## src/rtl/ps2_direction_decoder_pkg.sv

```systemverilog
// Shared constants for the PS/2 direction decoder: set-2 scan codes,
// key-flag indices, receive FSM encodings and the scan-code lookup.
package ps2_direction_decoder_pkg;

    // Set-2 make codes (break = F0 prefix, extended = E0 prefix)
    localparam logic [7:0] SC_W     = 8'h1D;
    localparam logic [7:0] SC_S     = 8'h1B;
    localparam logic [7:0] SC_A     = 8'h1C;
    localparam logic [7:0] SC_D     = 8'h23;
    localparam logic [7:0] SC_SPACE = 8'h29;
    localparam logic [7:0] SC_ENTER = 8'h5A;
    localparam logic [7:0] SC_UP    = 8'h75;
    localparam logic [7:0] SC_DOWN  = 8'h72;
    localparam logic [7:0] SC_LEFT  = 8'h6B;
    localparam logic [7:0] SC_RIGHT = 8'h74;
    localparam logic [7:0] SC_EXT   = 8'hE0;
    localparam logic [7:0] SC_BRK   = 8'hF0;

    // Bit positions of the held-key flags inside the flag vector
    localparam int NUM_KEYS   = 10;
    localparam int K_P1_UP    = 0;
    localparam int K_P1_DOWN  = 1;
    localparam int K_P1_LEFT  = 2;
    localparam int K_P1_RIGHT = 3;
    localparam int K_P1_FIRE  = 4;
    localparam int K_P2_UP    = 5;
    localparam int K_P2_DOWN  = 6;
    localparam int K_P2_LEFT  = 7;
    localparam int K_P2_RIGHT = 8;
    localparam int K_P2_FIRE  = 9;

    typedef enum logic [1:0] {
        RX_IDLE   = 2'd0,
        RX_DATA   = 2'd1,
        RX_PARITY = 2'd2,
        RX_STOP   = 2'd3
    } rx_state_t;

    // One-hot flag selection for a (prefix, code) pair; zero when unmapped.
    // Arrow codes only match with the E0 prefix, everything else only without.
    function automatic logic [NUM_KEYS-1:0] key_match(input logic ext, input logic [7:0] code);
        logic [NUM_KEYS-1:0] m;
        m = '0;
        if (!ext) begin
            case (code)
                SC_W:     m[K_P1_UP]    = 1'b1;
                SC_S:     m[K_P1_DOWN]  = 1'b1;
                SC_A:     m[K_P1_LEFT]  = 1'b1;
                SC_D:     m[K_P1_RIGHT] = 1'b1;
                SC_SPACE: m[K_P1_FIRE]  = 1'b1;
                SC_ENTER: m[K_P2_FIRE]  = 1'b1;
                default:  m = '0;
            endcase
        end else begin
            case (code)
                SC_UP:    m[K_P2_UP]    = 1'b1;
                SC_DOWN:  m[K_P2_DOWN]  = 1'b1;
                SC_LEFT:  m[K_P2_LEFT]  = 1'b1;
                SC_RIGHT: m[K_P2_RIGHT] = 1'b1;
                default:  m = '0;
            endcase
        end
        return m;
    endfunction

endpackage

```

## src/rtl/ps2_rx_frame.sv

```systemverilog
// PS/2 frame receiver: synchronises the raw pins, detects falling edges of
// the keyboard clock and deserialises start/8 data/odd parity/stop frames.
// A stalled frame is abandoned after TIMEOUT_CYCLES without a clock edge.
module ps2_rx_frame
    import ps2_direction_decoder_pkg::*;
#(
    parameter int TIMEOUT_CYCLES = 50000,
    parameter int TO_W           = 16
) (
    input  logic       Clock,
    input  logic       rstn,
    input  logic       PS2_CLK,
    input  logic       PS2_DAT,
    output logic [7:0] scancode,
    output logic       scancode_valid,
    output logic       frame_err
);

    logic            clk_sync1_reg, clk_sync2_reg, clk_prev_reg;
    logic            dat_sync1_reg, dat_sync2_reg;
    logic            fe;
    rx_state_t       state_reg, state_next;
    logic [2:0]      bitcnt_reg;
    logic [7:0]      shift_reg;
    logic            parity_reg;
    logic [TO_W-1:0] to_cnt_reg;
    logic [7:0]      scancode_reg;
    logic            valid_reg, err_reg;
    logic            timeout, shift_en, cap_par, frame_ok, frame_bad;

    // Two-flop synchronisers plus previous-clock flop; idle-high lines reset to 1
    always_ff @(posedge Clock or negedge rstn) begin
        if (!rstn) begin
            clk_sync1_reg <= 1'b1;
            clk_sync2_reg <= 1'b1;
            clk_prev_reg  <= 1'b1;
            dat_sync1_reg <= 1'b1;
            dat_sync2_reg <= 1'b1;
        end else begin
            clk_sync1_reg <= PS2_CLK;
            clk_sync2_reg <= clk_sync1_reg;
            clk_prev_reg  <= clk_sync2_reg;
            dat_sync1_reg <= PS2_DAT;
            dat_sync2_reg <= dat_sync1_reg;
        end
    end

    assign fe      = clk_prev_reg & ~clk_sync2_reg;
    assign timeout = (state_reg != RX_IDLE) && !fe && (to_cnt_reg >= TO_W'(TIMEOUT_CYCLES));

    // Receive state register
    always_ff @(posedge Clock or negedge rstn) begin
        if (!rstn) state_reg <= RX_IDLE;
        else       state_reg <= state_next;
    end

    // Next-state and per-edge control decode
    always_comb begin
        state_next = state_reg;
        shift_en   = 1'b0;
        cap_par    = 1'b0;
        frame_ok   = 1'b0;
        frame_bad  = 1'b0;
        if (timeout) begin
            state_next = RX_IDLE;
            frame_bad  = 1'b1;
        end else if (fe) begin
            case (state_reg)
                RX_IDLE: begin
                    if (!dat_sync2_reg) state_next = RX_DATA;
                    else                frame_bad  = 1'b1;
                end
                RX_DATA: begin
                    shift_en = 1'b1;
                    if (bitcnt_reg == 3'd7) state_next = RX_PARITY;
                end
                RX_PARITY: begin
                    cap_par    = 1'b1;
                    state_next = RX_STOP;
                end
                RX_STOP: begin
                    if (dat_sync2_reg && ((^shift_reg) ^ parity_reg)) frame_ok  = 1'b1;
                    else                                              frame_bad = 1'b1;
                    state_next = RX_IDLE;
                end
                default: state_next = RX_IDLE;
            endcase
        end
    end

    // Frame datapath: bit counter, LSB-first shifter, parity, timeout counter, outputs
    always_ff @(posedge Clock or negedge rstn) begin
        if (!rstn) begin
            bitcnt_reg   <= 3'd0;
            shift_reg    <= 8'h00;
            parity_reg   <= 1'b0;
            to_cnt_reg   <= '0;
            scancode_reg <= 8'h00;
            valid_reg    <= 1'b0;
            err_reg      <= 1'b0;
        end else begin
            if (state_reg == RX_IDLE) bitcnt_reg <= 3'd0;
            else if (shift_en)        bitcnt_reg <= bitcnt_reg + 3'd1;
            if (shift_en) shift_reg  <= {dat_sync2_reg, shift_reg[7:1]};
            if (cap_par)  parity_reg <= dat_sync2_reg;
            if (fe || state_next == RX_IDLE) to_cnt_reg <= '0;
            else                             to_cnt_reg <= to_cnt_reg + 1'b1;
            if (frame_ok) scancode_reg <= shift_reg;
            valid_reg <= frame_ok;
            err_reg   <= frame_bad;
        end
    end

    assign scancode       = scancode_reg;
    assign scancode_valid = valid_reg;
    assign frame_err      = err_reg;

endmodule

```

## src/rtl/ps2_direction_decoder.sv

```systemverilog
// PS/2 keyboard to two-player held-key flags. Tracks E0/F0 prefixes and
// keeps one level flag per mapped key, set on make and cleared on break.
module ps2_direction_decoder
    import ps2_direction_decoder_pkg::*;
#(
    parameter int TIMEOUT_CYCLES = 50000,
    parameter int TO_W           = 16
) (
    input  logic       Clock,
    input  logic       rstn,
    input  logic       PS2_CLK,
    input  logic       PS2_DAT,
    output logic       p1_up,
    output logic       p1_down,
    output logic       p1_left,
    output logic       p1_right,
    output logic       p2_up,
    output logic       p2_down,
    output logic       p2_left,
    output logic       p2_right,
    output logic       p1_fire,
    output logic       p2_fire,
    output logic [7:0] scancode,
    output logic       scancode_valid,
    output logic       frame_err
);

    logic [7:0]          rx_code;
    logic                rx_valid, rx_err;
    logic                ext_reg, brk_reg;
    logic                key_write;
    logic [NUM_KEYS-1:0] hit;
    logic [NUM_KEYS-1:0] flag_reg, flag_next;

    ps2_rx_frame #(
        .TIMEOUT_CYCLES (TIMEOUT_CYCLES),
        .TO_W           (TO_W)
    ) u_rx (
        .Clock          (Clock),
        .rstn           (rstn),
        .PS2_CLK        (PS2_CLK),
        .PS2_DAT        (PS2_DAT),
        .scancode       (rx_code),
        .scancode_valid (rx_valid),
        .frame_err      (rx_err)
    );

    // A non-prefix byte is the one that actually touches a key flag
    assign key_write = rx_valid && (rx_code != SC_EXT) && (rx_code != SC_BRK);
    assign hit       = key_match(ext_reg, rx_code);

    // Prefix tracker: E0/F0 accumulate, any other byte or a bad frame clears them
    always_ff @(posedge Clock or negedge rstn) begin
        if (!rstn) begin
            ext_reg <= 1'b0;
            brk_reg <= 1'b0;
        end else if (rx_err) begin
            ext_reg <= 1'b0;
            brk_reg <= 1'b0;
        end else if (rx_valid) begin
            if (rx_code == SC_EXT) begin
                ext_reg <= 1'b1;
            end else if (rx_code == SC_BRK) begin
                brk_reg <= 1'b1;
            end else begin
                ext_reg <= 1'b0;
                brk_reg <= 1'b0;
            end
        end
    end

    // Per-key next value: make sets, break clears, unmatched keys hold
    genvar gi;
    generate
        for (gi = 0; gi < NUM_KEYS; gi++) begin : g_flag
            assign flag_next[gi] = (key_write && hit[gi]) ? ~brk_reg : flag_reg[gi];
        end
    endgenerate

    // Held-key flag register
    always_ff @(posedge Clock or negedge rstn) begin
        if (!rstn) flag_reg <= '0;
        else       flag_reg <= flag_next;
    end

    assign p1_up          = flag_reg[K_P1_UP];
    assign p1_down        = flag_reg[K_P1_DOWN];
    assign p1_left        = flag_reg[K_P1_LEFT];
    assign p1_right       = flag_reg[K_P1_RIGHT];
    assign p1_fire        = flag_reg[K_P1_FIRE];
    assign p2_up          = flag_reg[K_P2_UP];
    assign p2_down        = flag_reg[K_P2_DOWN];
    assign p2_left        = flag_reg[K_P2_LEFT];
    assign p2_right       = flag_reg[K_P2_RIGHT];
    assign p2_fire        = flag_reg[K_P2_FIRE];
    assign scancode       = rx_code;
    assign scancode_valid = rx_valid;
    assign frame_err      = rx_err;

endmodule

```

## config.mk

```make
export PLATFORM = sky130hd
export DESIGN_NAME = ps2_direction_decoder
export DESIGN_NICKNAME = d
export VERILOG_FILES = /design/src/rtl/ps2_direction_decoder_pkg.sv /design/src/rtl/ps2_rx_frame.sv /design/src/rtl/ps2_direction_decoder.sv
export SDC_FILE = /design/constraint.sdc
export NUM_CORES = 1
export LEC_CHECK = 0
export ABC_AREA = 1
export BUFFER_PORTS_ARGS = -buffer_cell sky130_fd_sc_hd__buf_2
export CELL_PAD_IN_SITES_DETAIL_PLACEMENT = 0
export CELL_PAD_IN_SITES_GLOBAL_PLACEMENT = 1
export CORE_UTILIZATION = 35
export DETAILED_ROUTE_END_ITERATION = 10
export PLACE_DENSITY = 0.67
export SLEW_MARGIN = 15
export SYNTH_ARGS = -nofsm -noshare
export SYNTH_HDL_FRONTEND = slang
export SYNTH_SLANG_ARGS = --single-unit
```

## constraint.sdc

```tcl
create_clock -name Clock -period 4.78 [get_ports Clock]
set_input_delay 0.478 -clock Clock [delete_from_list [all_inputs] [get_ports Clock]]
set_output_delay 0.478 -clock Clock [all_outputs]
set_load 0.02 [all_outputs]
```

==> metrics.txt <==
result of the run complete, no violations; Starting Density 0.3601; via count 2289; cell internal power dissipation 1.037 mW; 1st-pass router iterations 4; nets in the synthesized netlist 371; slew at the pin closest to its max-slew limit 730.7 ps; max-capacitance violation count 0; setup repair after global routing missed its margin false; routed vias/inst 4.587; Final Max Slew Viols 0; Worst slew margin 0.5110; Final setup violation count 0; pwr dens 513.6 nW/um2; IO Pins 24; core area about 8000 um2; Clock Pin Slew Worst Setup and Hold Paths roughly 60 ps; post-synthesis cell area just under 3000 um2; TritonCTS Sinks 57; TritonCTS clock tree yes; critical path capture point type register; flop and latch count out of synthesis between 50 and 60; worst endpoint required time approximately 5000 ps; Critical Path Most Common Cell sky130_fd_sc_hd__inv_1; worst-path cell chain inv_1, nor2_4, inv_2, nor2_1, inv_1, o21ai_0, a21oi_1; clk buf depth 2; number of antenna violations at the first check in global routing 0; Hold Crit Class in2reg; clock tree root driver cell sky130_fd_sc_hd__clkbuf_8; worst slack, placed roughly 2800 ps; most common library cell in the layout ignoring fill and taps sky130_fd_sc_hd__nand2_1; DR DRC count 0; post-layout min period 1992 ps; Worst R2R Setup Slack between 2000 and 3000 ps; Clock Skews 7.874 ps; post-route non-filler standard cell count 499; number of global-route vias before repair 2288; synth top area cells sky130_fd_sc_hd__dfrtp_1 (44%), sky130_fd_sc_hd__nand2_1 (12%), sky130_fd_sc_hd__inv_1 (5.7%), sky130_fd_sc_hd__nor2_1 (5.0%), sky130_fd_sc_hd__dfstp_2 (4.5%); quantity of hold-fixing buffers added after cts 0; Post-Route M1 WL 2692 um; layout cell share with drive strength beyond 1 0.1574; static leakage 1.758 nW; Worst VDD drop 0.0001955 V; async set or reset register ratio after synthesis 1.000; Final nets 401; number of instances in the synthesized netlist 359; P_sw a little under 0.7 mW; Storage cell area approximately 1400 um2; Starting DRT DRC Count 127; total number of yosys warnings 0; data arrival time of the critical path 2210 ps; HPWL Detailed 4142 um; global routing usage summed across all routing layers 0.1562; clock network fraction of total power 0.254; total of buffers placed on input and output ports 23; start-to-end type of the worst setup path reg2reg; CTS Buf Count 9; Max Clock Freq 502.0 MHz; final hold slack 238.7 ps; startpoint types register; width of the die 93.72 um; Hold Fails Final Rpt 0; post-synth top area cell sky130_fd_sc_hd__dfrtp_1; count of instances resized after the clock tree is built 0; top routing layer in use met4; std cell rows 33; Routed met2 length approximately 2800 um; setup tns final 0 ps; met3 routed WL approximately 220 um; largest stage delay on the critical path 560 ps; Congestion Overflow GR 0; Detail Route Antenna Nets 0; Largest register FFs 16; Die Footprint ~8800 um2; largest net degree at the start of global routing 58; average instance area after synthesis 8.201 um2; Placed Instances 483; Post-synth EDFFs 0; n_diodes 0; period utilization 0.4167; number of distinct library cells after synthesis 29; setup repair bufs after CTS 0; number of fillers in the final layout 870; switching part of the total power 0.3976; total routed wirelength 5788 um; critical path's slowest cell sky130_fd_sc_hd__nor2_1; final worst slack 2788 ps; Max H-tree Level 3; area occupied by multi-input gates 1296 um2; top library cells by usage in the layout, fill and taps aside sky130_fd_sc_hd__nand2_1 (95), sky130_fd_sc_hd__dfrtp_1 (52), sky130_fd_sc_hd__inv_1 (45), sky130_fd_sc_hd__nor2_1 (39), sky130_fd_sc_hd__buf_2 (23); top_reg_cell synth sky130_fd_sc_hd__dfrtp_1; wire length of the first global-routing pass 10390 um; wire per inst ~12 um; clock latency reported for the late side of the worst-skew pair 330 ps; highest fanout seen on the critical path 14; area share of the largest cell type after synthesis 0.4420; Die H 93.72 um; sequential share of power 0.403; Final GP Congestion 0.7719; Area Growth Syn to Fin 13.85%; register area share after synthesis 0.4866; logic gate share of total power 0.343
[critical path: cells and delay by family, from the launching register on]
| family | cells | cell delay (ps) |
|---|---|---|
| AO/OA/AOI/OAI | 2 | 270 |
| AND/OR/NAND/NOR | 2 | 670 |
| buffers and inverters | 3 | 410 |
| flip-flops | 1 | 510 |
[final timing paths]
check,from,to,cells after the start
max,u_rx.clk_prev_reg,u_rx.bitcnt_reg[0],7
max reg2reg,u_rx.clk_prev_reg,u_rx.bitcnt_reg[0],7
max in group asynchronous,rstn,u_rx.to_cnt_reg[3],2
min,PS2_CLK,u_rx.clk_sync1_reg,1
min in group asynchronous,rstn,flag_reg[1],2
min reg2reg,u_rx.clk_sync1_reg,u_rx.clk_sync2_reg,0
[through the flow]
stage                     utilization  power (mW)  cell area, um2
after floorplan                     -       1.156            2944
after global placement         0.3869       1.297            3163
after detailed placement       0.3869       1.307            3163
after CTS                      0.4100       1.757            3352
after global routing           0.4100       1.892            3352
final                          0.4100       1.722            3352
[synth_stat cells, types with 4 or more instances]
cell type and number:
sky130_fd_sc_hd__nand3_1 22, sky130_fd_sc_hd__nor3_1 7, sky130_fd_sc_hd__nor2_1 39, sky130_fd_sc_hd__xor2_1 10, sky130_fd_sc_hd__o21ai_0 11, sky130_fd_sc_hd__ha_1 8, sky130_fd_sc_hd__xnor2_1 6, sky130_fd_sc_hd__nand2_1 95
sky130_fd_sc_hd__dfstp_2 5, sky130_fd_sc_hd__dfrtp_1 52, sky130_fd_sc_hd__nor2_2 4, sky130_fd_sc_hd__inv_1 45, sky130_fd_sc_hd__nand4_1 12, sky130_fd_sc_hd__a21oi_1 14
[per-layer routing]
layer / up-vias / GRT usage
li1: 1198 / -
met1: 1047 / 0.1887
met2: 31 / 0.2597
met3: 13 / 0.04854
met4: 0 / 0.05897
met5: - / 0
[area by class of cell]
cell class	count	area share
tap	105	0.03919
clock inverter	3	0.01194
multi-input combinational	249	0.3867
inverter	48	0.05375
clock buffer	13	0.04442
sequential	57	0.4274
timing repair buffer	24	0.03658
[power by group through the flow]
| stage | Sequential [mW] | Combinational, mW | Clock (mW) |
|---|---|---|---|
| 4_1_cts | 0.698 | 0.603 | 0.456 |
| 2_1_floorplan | 0.686 | 0.470 | 0 |
| 3_5_place_dp | 0.706 | 0.601 | 0 |
| 5_1_grt | 0.713 | 0.701 | 0.477 |
| 3_3_place_gp | 0.703 | 0.594 | 0 |
| 6_report | 0.694 | 0.591 | 0.437 |
[logic make-up after synthesis]
group	count (synthesis)	synth area share
muxes	2	0.006800
AOI/OAI and AO/OA	30	0.05355
DFF	57	0.4866
adders and majority gates	8	0.03400
xor gates and xnor gates	16	0.04760
buffers and inverters	53	0.07310
and+or+nand+nor	193	0.2983
No activity file was read; power rests on OpenSTA's default activity.
